`src/rtl/eight_bit_subtract_unit_pkg.sv`:
```
// ---------------------------------------------------------------------------
// alu_pkg: definitions shared by the ALU subtract unit and its interface.
//   alu_state_e : sequencer states of the bit-serial subtractor
//   ALU_WIDTH   : default operand/result width
//   ALU_IDX_W   : bit-index counter width for the default width
//   idx_w()     : bit-index counter width for an arbitrary width
// ---------------------------------------------------------------------------
package alu_pkg;

  typedef enum logic [1:0] {
    IDLE  = 2'd0,
    SHIFT = 2'd1,
    DONE  = 2'd2
  } alu_state_e;

  localparam int ALU_WIDTH = 8;
  localparam int ALU_IDX_W = $clog2(ALU_WIDTH);

  // Never narrower than one bit, so a degenerate width still elaborates.
  function automatic int idx_w(input int w);
    return (w > 1) ? $clog2(w) : 1;
  endfunction

endpackage

```
`src/rtl/eight_bit_subtract_unit_if.sv`:
```
// ---------------------------------------------------------------------------
// eight_bit_subtract_unit_if: start/busy/done handshake between the ALU
// sequencer (master) and the bit-serial subtractor (slave).
//   start      : request, sampled only while the unit is idle
//   b, c       : minuend / subtrahend
//   borrow_in  : incoming borrow (only when SUB_BORROW_IN_EN is defined)
//   busy, done : operation in progress / one-cycle result-valid pulse
//   diff_out, borrow, zero : registered result and flags
// Optional feature macro: SUB_BORROW_IN_EN
// ---------------------------------------------------------------------------
interface eight_bit_subtract_unit_if #(
  parameter int WIDTH = 8
);
  logic             start;
  logic [WIDTH-1:0] b;
  logic [WIDTH-1:0] c;
`ifdef SUB_BORROW_IN_EN
  logic             borrow_in;
`endif
  logic             busy;
  logic             done;
  logic [WIDTH-1:0] diff_out;
  logic             borrow;
  logic             zero;

`ifdef SUB_BORROW_IN_EN
  modport master (output start, b, c, borrow_in,
                  input  busy, done, diff_out, borrow, zero);
  modport slave  (input  start, b, c, borrow_in,
                  output busy, done, diff_out, borrow, zero);
`else
  modport master (output start, b, c,
                  input  busy, done, diff_out, borrow, zero);
  modport slave  (input  start, b, c,
                  output busy, done, diff_out, borrow, zero);
`endif
endinterface

```
`src/rtl/eight_bit_subtract_unit_bit_cell.sv`:
```
// ---------------------------------------------------------------------------
// sub_bit_cell: combinational one-bit full adder used as the subtractor's
// single reusable bit slice (subtrahend bit arrives already inverted).
//   a    : minuend bit
//   b_n  : inverted subtrahend bit
//   cin  : carry in (1 = no borrow)
//   s    : difference bit
//   cout : carry out (0 = borrow)
// ---------------------------------------------------------------------------
module sub_bit_cell (
  input  logic a,
  input  logic b_n,
  input  logic cin,
  output logic s,
  output logic cout
);
  assign s    = a ^ b_n ^ cin;
  assign cout = (a & b_n) | (a & cin) | (b_n & cin);
endmodule

```
`src/rtl/eight_bit_subtract_unit.sv`:
```
// ---------------------------------------------------------------------------
// eight_bit_subtract_unit: bit-serial subtractor, b - c computed as
// b + ~c + 1, one bit per clock, LSB first, through a single bit cell.
//   clock : rising-edge clock
//   reset : synchronous active-high reset, overrides everything
//   bus   : eight_bit_subtract_unit_if.slave (start/b/c[/borrow_in] in,
//           busy/done/diff_out/borrow/zero out)
// Optional feature macro: SUB_BORROW_IN_EN -- adds borrow_in; the initial
// carry becomes ~borrow_in so bytes can be chained.
// Result and flags change only on the DONE-entry edge or on reset.
// ---------------------------------------------------------------------------
module eight_bit_subtract_unit
  import alu_pkg::*;
#(
  parameter int WIDTH = ALU_WIDTH
) (
  input  logic                     clock,
  input  logic                     reset,
  eight_bit_subtract_unit_if.slave bus
);

  localparam int IDX_W = idx_w(WIDTH);

  alu_state_e         r_state;
  alu_state_e         w_state_nxt;
  logic [WIDTH-1:0]   r_b_sr;
  logic [WIDTH-1:0]   r_c_sr;
  logic [WIDTH-1:0]   r_res;
  logic               r_carry;
  logic [IDX_W-1:0]   r_idx;
  logic [WIDTH-1:0]   r_diff;
  logic               r_borrow;
  logic               r_zero;

  logic               w_s;
  logic               w_cout;
  logic               w_last;
  logic               w_accept;
  logic               w_carry_init;
  logic [WIDTH-1:0]   w_res_full;

  sub_bit_cell u_cell (
    .a    (r_b_sr[0]),
    .b_n  (~r_c_sr[0]),
    .cin  (r_carry),
    .s    (w_s),
    .cout (w_cout)
  );

`ifdef SUB_BORROW_IN_EN
  assign w_carry_init = ~bus.borrow_in;
`else
  assign w_carry_init = 1'b1;
`endif

  assign w_last     = (r_idx == IDX_W'(WIDTH - 1));
  assign w_accept   = (r_state == IDLE) && bus.start;
  // Result as it stands after this edge's bit lands in the MSB.
  assign w_res_full = {w_s, r_res[WIDTH-1:1]};

  // State register
  always_ff @(posedge clock) begin
    if (reset) r_state <= IDLE;
    else       r_state <= w_state_nxt;
  end

  // Next-state logic
  always_comb begin
    w_state_nxt = r_state;
    unique case (r_state)
      IDLE:    if (bus.start) w_state_nxt = SHIFT;
      SHIFT:   if (w_last)    w_state_nxt = DONE;
      DONE:                   w_state_nxt = IDLE;
      default:                w_state_nxt = IDLE;
    endcase
  end

  // Bit-serial datapath and registered result
  always_ff @(posedge clock) begin
    if (reset) begin
      r_b_sr   <= '0;
      r_c_sr   <= '0;
      r_res    <= '0;
      r_carry  <= 1'b0;
      r_idx    <= '0;
      r_diff   <= '0;
      r_borrow <= 1'b0;
      r_zero   <= 1'b0;
    end else if (w_accept) begin
      r_b_sr  <= bus.b;
      r_c_sr  <= bus.c;
      r_res   <= '0;
      r_carry <= w_carry_init;
      r_idx   <= '0;
    end else if (r_state == SHIFT) begin
      r_b_sr  <= r_b_sr >> 1;
      r_c_sr  <= r_c_sr >> 1;
      r_res   <= w_res_full;
      r_carry <= w_cout;
      r_idx   <= r_idx + 1'b1;
      if (w_last) begin
        // Final carry of 1 means no borrow occurred.
        r_diff   <= w_res_full;
        r_borrow <= ~w_cout;
        r_zero   <= (w_res_full == '0);
      end
    end
  end

  assign bus.busy     = (r_state == SHIFT);
  assign bus.done     = (r_state == DONE);
  assign bus.diff_out = r_diff;
  assign bus.borrow   = r_borrow;
  assign bus.zero     = r_zero;

endmodule

```
`src/flat_wrapper.sv`:
```
// flat-port wrapper written by rule: the top's interface ports become plain ports
module eight_bit_subtract_unit_flat import alu_pkg::*;
#(
  parameter int WIDTH = ALU_WIDTH
)
  (clock, reset, bus_start, bus_b, bus_c, bus_busy, bus_done, bus_diff_out, bus_borrow, bus_zero);
  eight_bit_subtract_unit_if #(.WIDTH(WIDTH)) bus_i ();
  input  logic clock;
  input  logic reset;
  input wire logic [$bits(bus_i.start)-1:0] bus_start;
  input wire logic [$bits(bus_i.b)-1:0] bus_b;
  input wire logic [$bits(bus_i.c)-1:0] bus_c;
  output wire logic [$bits(bus_i.busy)-1:0] bus_busy;
  output wire logic [$bits(bus_i.done)-1:0] bus_done;
  output wire logic [$bits(bus_i.diff_out)-1:0] bus_diff_out;
  output wire logic [$bits(bus_i.borrow)-1:0] bus_borrow;
  output wire logic [$bits(bus_i.zero)-1:0] bus_zero;
  assign bus_i.start = bus_start;
  assign bus_i.b = bus_b;
  assign bus_i.c = bus_c;
  assign bus_busy = bus_i.busy;
  assign bus_done = bus_i.done;
  assign bus_diff_out = bus_i.diff_out;
  assign bus_borrow = bus_i.borrow;
  assign bus_zero = bus_i.zero;
  eight_bit_subtract_unit #(.WIDTH(WIDTH)) u_core (.clock(clock), .reset(reset), .bus(bus_i));
endmodule
```
`config.mk`:
```
export PLATFORM = sky130hd
export DESIGN_NAME = eight_bit_subtract_unit_flat
export DESIGN_NICKNAME = d
export VERILOG_FILES = /design/src/rtl/eight_bit_subtract_unit_pkg.sv /design/src/rtl/eight_bit_subtract_unit_if.sv /design/src/rtl/eight_bit_subtract_unit_bit_cell.sv /design/src/rtl/eight_bit_subtract_unit.sv /design/src/flat_wrapper.sv
export SDC_FILE = /design/constraint.sdc
export NUM_CORES = 1
export LEC_CHECK = 0
export ABC_AREA = 1
export CAP_MARGIN = 30
export CORE_ASPECT_RATIO = 0.8
export CORE_MARGIN = 8
export CORE_UTILIZATION = 51
export DETAILED_ROUTE_END_ITERATION = 6
export PLACE_DENSITY = 0.78
export SLEW_MARGIN = 5
export SYNTH_ARGS = -nofsm -noshare
export SYNTH_HDL_FRONTEND = slang
export SYNTH_SLANG_ARGS = --single-unit
```
`constraint.sdc`:
```
create_clock -name clock -period 1.9 [get_ports clock]
set_clock_uncertainty 0.1 [all_clocks]
set_input_delay 0.38 -clock clock [delete_from_list [all_inputs] [get_ports clock]]
set_output_delay 0.38 -clock clock [all_outputs]
set_load 0.01 [all_outputs]
```
==> flow_summary.ini, run 1 <==
[outcome]
status = finished, final reports clean

[pwr]
max-vdd-ir-drop_mv = 0.494
combPwrFrac_pct = 15.0
power_density_nw_per_um2 = 764
p_switching_mw = 0.433
p_seq_share_pct = 53.0
power_leakage_nw = 0.939
p_int_mw = 1.23
power_frac_clock_pct = 32.0
p_sw_share_pct = 26.1

[yosys]
synth_commonest_cells = 61 x nand2_1, 47 x nor2_1, 39 x dfxtp_1
netlist_top_cells_area = dfxtp_1 45%, nand2_1 13%, nor2_1 10%
ys.flop_type = dfxtp_1
yosysMostFrequentCell = nand2_1
syn-num-nets = 263
seq_area_frac_synth_pct = 44.7
ys_seq_elements = 39
synthDistinctLibCells = 21
synthCells = 241
synth_edf_count = 0
synth_area_sq_um = 1750
synth_area_per_cell_sq_um = 7.24
yosys.area.top_type = dfxtp_1
synth_top_area_share_pct = 44.7
ys_warn_count = 0
synth_async_sr_flop_share_pct = 0

[drt]
vias = 1490
vias_per_cell = 4.69
drt-wirelength-per-cell_microns = 11.0
routed_wl_microns = 3500
drt_iter0_markers = 109
drt_first_pass_iters = 4
final_antenna_net_count = 0
drc = 0

[sta]
maxSlewHeadroom_pct = 77.1
fmax_ghz = 0.553
slew_viol_final = 0
tightest_slew_ps = 343
fin_crit_ps = 1810
rsz0062_at_grt = false
finalHoldViolCount = 0
finalWorstSetupSlack_ps = 92.0
min_period_over_period_pct = 95.2
setup_tns_ps = 0
setup_viol = 0

[floorplan]
fp.dieH_microns = 68.3
core_area_sq_um = 3350
rows = 19
die_w_microns = 81.4
die_area_sq_um = 5560
ioPinCount = 31
start_util_pct = 52.1

[clock_tree]
holdBufCountCts = 0
cts.htree.levels = 2
clock_sinks = 39
cts-root-buf = clkbuf_8
cts_tree = yes
cts_buffers = 5
path_clk_slew_ps = 70
cts_setup_buffers = 0
clk_path_buf_depth = 2
clk_latency_ps = 290
postCtsResizedCells = 1

[placement]
gp_congestion = 0.767
dp_slack_ps = 131
dp_hpwl_microns = 2490
portBuffers = 30

[grt]
grt_pass1_vias = 1399
antenna_found_initial = 0
grt_max_degree = 31
busiest_layer = met2
grt_use_met1_pct = 18.8
use_met2_pct = 20.7
grt_usage_pct = 14.4
overflow = 0
grt_pass1_wl_microns = 6220
use_met3_pct = 4.86

[finish]
fill_cells = 311
final_net_count = 297
antenna_cells = 0
area_delta_synth_final_pct = 24.4
drive_gt1_share_pct = 13.8

[worst_setup_path]
path_max_fanout = 3
cp-start-kind = flop
rrSetupSlack_ps = 390
crit_path_end_kind = primary output
cp_data_arrival_time_ps = 1330
worst_ep_required_time_ps = 1420
path_class = flop to primary output

[run]
cap_violations = 0

[min_path]
min_path_type = flop to flop
## registers in the layout (all words and copies together) (netlist names), 2 cells and up
signal,flops
u_core.r_res,7
u_core.r_idx,3
u_core.r_state,2
u_core.bus.diff_out,8
u_core.r_b_sr,8
u_core.r_c_sr,8
## worst max-delay path: stages, from the launching register on
cell and delay [ps]:
dfxtp_1 330, inv_2 60, nor2_1 90, clkdlybuf4s50_1 550
## cell usage in the layout (no fill, tap or decap), drive strengths merged
master and n:
a21oi 13, buf 7, clkbuf 7, clkdlybuf4s50 29, clkinv 1, dfxtp 39, dlymetal6s2s 1, fa 1
ha 2, inv 23, nand2 69, nand3 9, nor2 54, o21ai 20, xor2 1
## final cells by class
class	instances	area, sq um	share of cell area (%)
Inverter	23	86.3	3.97
Multi-Input combinational cell	169	802	36.9
Clock buffer	7	76.3	3.51
Clock inverter	1	5.00	0.230
Tap cell	42	52.6	2.42
Sequential cell	39	782	36.0
Timing Repair Buffer	37	368	16.9
## power by group through the flow
stage / Clock, mW / Sequential [mW] / Combinational [mW]
final: 0.531 / 0.880 / 0.250
after global routing: 0.594 / 0.885 / 0.285
after CTS: 0.551 / 0.879 / 0.252
after detailed placement: 0 / 0.898 / 0.251
after global placement: 0 / 0.897 / 0.247
after floorplan: 0 / 0.893 / 0.180
## per-layer routing
layer | routed length, microns | share of wire [%]
met1 | 1770 | 50
met4 | 60 | 1.7
met5 | 0 | 0
met3 | 154 | 4.4
met2 | 1520 | 43
## metrics by stage
step | utilization [%] | hold slack (ps) | cell area [sq um] | total power [mW] | instances
after floorplan | - | 348 | 1750 | 1.07 | 241
after global placement | 62.3 | 352 | 2090 | 1.14 | 310
after detailed placement | 62.3 | 358 | 2090 | 1.15 | 310
after CTS | 64.7 | 368 | 2170 | 1.68 | 318
after global routing | 64.8 | 396 | 2170 | 1.76 | 318
final | 64.8 | 360 | 2170 | 1.66 | 318
## logic make-up after synthesis
kind of cell	after synthesis	synth area share (%)
compound gates	33	10.5
fa+ha+maj	3	2.58
buf+inv	33	9.32
xor+xnor	1	0.502
simple gates	132	32.3
flops	39	44.7
## worst paths after layout
| path | to | startpoint | cells after the start |
|---|---|---|---|
| min reg2reg | u_core.bus.diff_out[3] | u_core.bus.diff_out[3] | 2 |
| max reg2reg | u_core.bus.zero | u_core.r_c_sr[0] | 7 |
| min | u_core.bus.diff_out[3] | u_core.bus.diff_out[3] | 2 |
| max | bus_done | u_core.r_state[1] | 3 |
No activity file was read; power rests on OpenSTA's default activity.
==> run 2, diff against run 1 <==
--- a/config.mk
+++ b/config.mk
@@ -9,9 +9,10 @@
 export CAP_MARGIN = 30
 export CORE_ASPECT_RATIO = 0.8
 export CORE_MARGIN = 8
-export CORE_UTILIZATION = 51
+export CORE_UTILIZATION = 55
+export CTS_CLUSTER_SIZE = 10
 export DETAILED_ROUTE_END_ITERATION = 6
-export PLACE_DENSITY = 0.78
+export PLACE_DENSITY = 0.83
 export SLEW_MARGIN = 5
 export SYNTH_ARGS = -nofsm -noshare
 export SYNTH_HDL_FRONTEND = slang
==> constraint.sdc (replaced) <==
create_clock -name clock -period 2.1 [get_ports clock]
set_clock_uncertainty 0.1 [all_clocks]
set_input_delay 0.42 -clock clock [delete_from_list [all_inputs] [get_ports clock]]
set_output_delay 0.42 -clock clock [all_outputs]
set_load 0.01 [all_outputs]
==> flow_summary.ini, run 2 (synthesis results as in run 1) <==
[worst_setup_path]
crit_path_end_kind = primary output
cp-start-kind = flop
rr_endpoint = u_core.bus.zero
path_max_fanout = 3
rr_worst_depth = 7
crit-reg2reg-launch = u_core.r_c_sr[0]
path_class = flop to primary output
cp_data_arrival_time_ps = 1430
worst_ep_required_time_ps = 1580
rrSetupSlack_ps = 620

[min_path]
hold_end = u_core.bus.diff_out[3]
min_path_type = flop to flop
min-delay-start = u_core.bus.diff_out[3]
whs_path_depth = 2

[clock_tree]
clk_path_buf_depth = 2
clk_latency_ps = 290
cts_buffers = 5
holdBufCountCts = 0
cts.htree.levels = 2
path_clk_slew_ps = 70
postCtsResizedCells = 0
cts-root-buf = clkbuf_8
cts_tree = yes
clock_sinks = 39
cts_setup_buffers = 0

[floorplan]
rows = 18
fp.dieH_microns = 66.4
ioPinCount = 31
die_area_sq_um = 5240
core_area_sq_um = 3060
start_util_pct = 57.0
die_w_microns = 79.0

[sta]
rsz0062_at_grt = false
setup_viol = 0
tightest_slew_ps = 338
finalWorstSetupSlack_ps = 149
fmax_ghz = 0.513
finalHoldViolCount = 0
maxSlewHeadroom_pct = 77.4
slew_viol_final = 0
fin_crit_ps = 1950
setup_tns_ps = 0
min_period_over_period_pct = 92.9

[placement]
gp_congestion = 0.819
portBuffers = 30
dp_hpwl_microns = 2470
dp_slack_ps = 261

[outcome]
status = finished, final reports clean

[grt]
grt_pass1_wl_microns = 5990
antenna_found_initial = 0
grt_max_degree = 30
grt_pass1_vias = 1370
grt_usage_pct = 14.2
overflow = 0

[drt]
vias = 1504
drt-wirelength-per-cell_microns = 10.8
drt_iter0_markers = 86
vias_per_cell = 4.76
drt_first_pass_iters = 4
routed_wl_microns = 3420
drc = 0
final_antenna_net_count = 0

[pwr]
max-vdd-ir-drop_mv = 0.538
power_leakage_nw = 0.929
power_density_nw_per_um2 = 721

[finish]
fill_cells = 260
drive_gt1_share_pct = 14.1
multiInputGateArea_sq_um = 802
antenna_cells = 0
final_net_count = 297
area_delta_synth_final_pct = 24.7
layout_commonest_cell = nand2_1
layout_common_cells = 61 x nand2_1, 47 x nor2_1, 39 x dfxtp_1
seqCellArea_sq_um = 781

[run]
cap_violations = 0
[run 2: how the worst max path moves through the flow]
stage                            startpoint                to  slack [ps]  depth (start not counted)
after CTS                 u_core.r_state[0]          bus_busy         140                          3
after global placement            bus_start  u_core.r_c_sr[0]         310                          8
after global routing      u_core.r_state[0]          bus_busy          60                          3
final                     u_core.r_state[0]          bus_busy         150                          3
after detailed placement          bus_start  u_core.r_c_sr[0]         260                          8
after floorplan            u_core.r_b_sr[0]   u_core.bus.zero         720                          6
[run 2: layout make-up]
| class | instances | share of cell area, % |
|---|---|---|
| flip-flops and latches | 39 | 35.9 |
| repair buffers | 37 | 16.2 |
| multi-input cells | 169 | 36.9 |
| inverters | 23 | 3.97 |
| clock buffers | 7 | 4.43 |
| well taps | 40 | 2.30 |
| clock inverters | 1 | 0.345 |
[run 2: power breakdown]
group / internal, mW / switching (mW)
registers: 0.773 / 0.0209
clock network: 0.299 / 0.254
logic: 0.100 / 0.122
[run 2: worst max-delay path, stage by stage, from the launching register on]
cell and delay (ps):
dfxtp_1 440, nand2_4 70, inv_1 80, clkdlybuf4s50_1 550
[run 2: per-layer routing]
layer	GRT usage, %	vias up	share of wire (%)
met5	0	-	0
met4	6.45	0	1.5
met3	4.48	6	5.1
met2	20.8	32	42
met1	18.6	656	51
li1	-	810	-
[run 2: stage by stage]
step / power, mW / instances / util (%) / hold WS (ps) / cell area, sq um
after floorplan: 0.971 / 241 / - / 348 / 1750
after global routing: 1.65 / 316 / 71.0 / 395 / 2180
after detailed placement: 1.04 / 308 / 67.6 / 353 / 2070
after CTS: 1.58 / 316 / 71.0 / 363 / 2180
after global placement: 1.03 / 308 / 67.6 / 351 / 2070
final: 1.57 / 316 / 71.0 / 357 / 2180
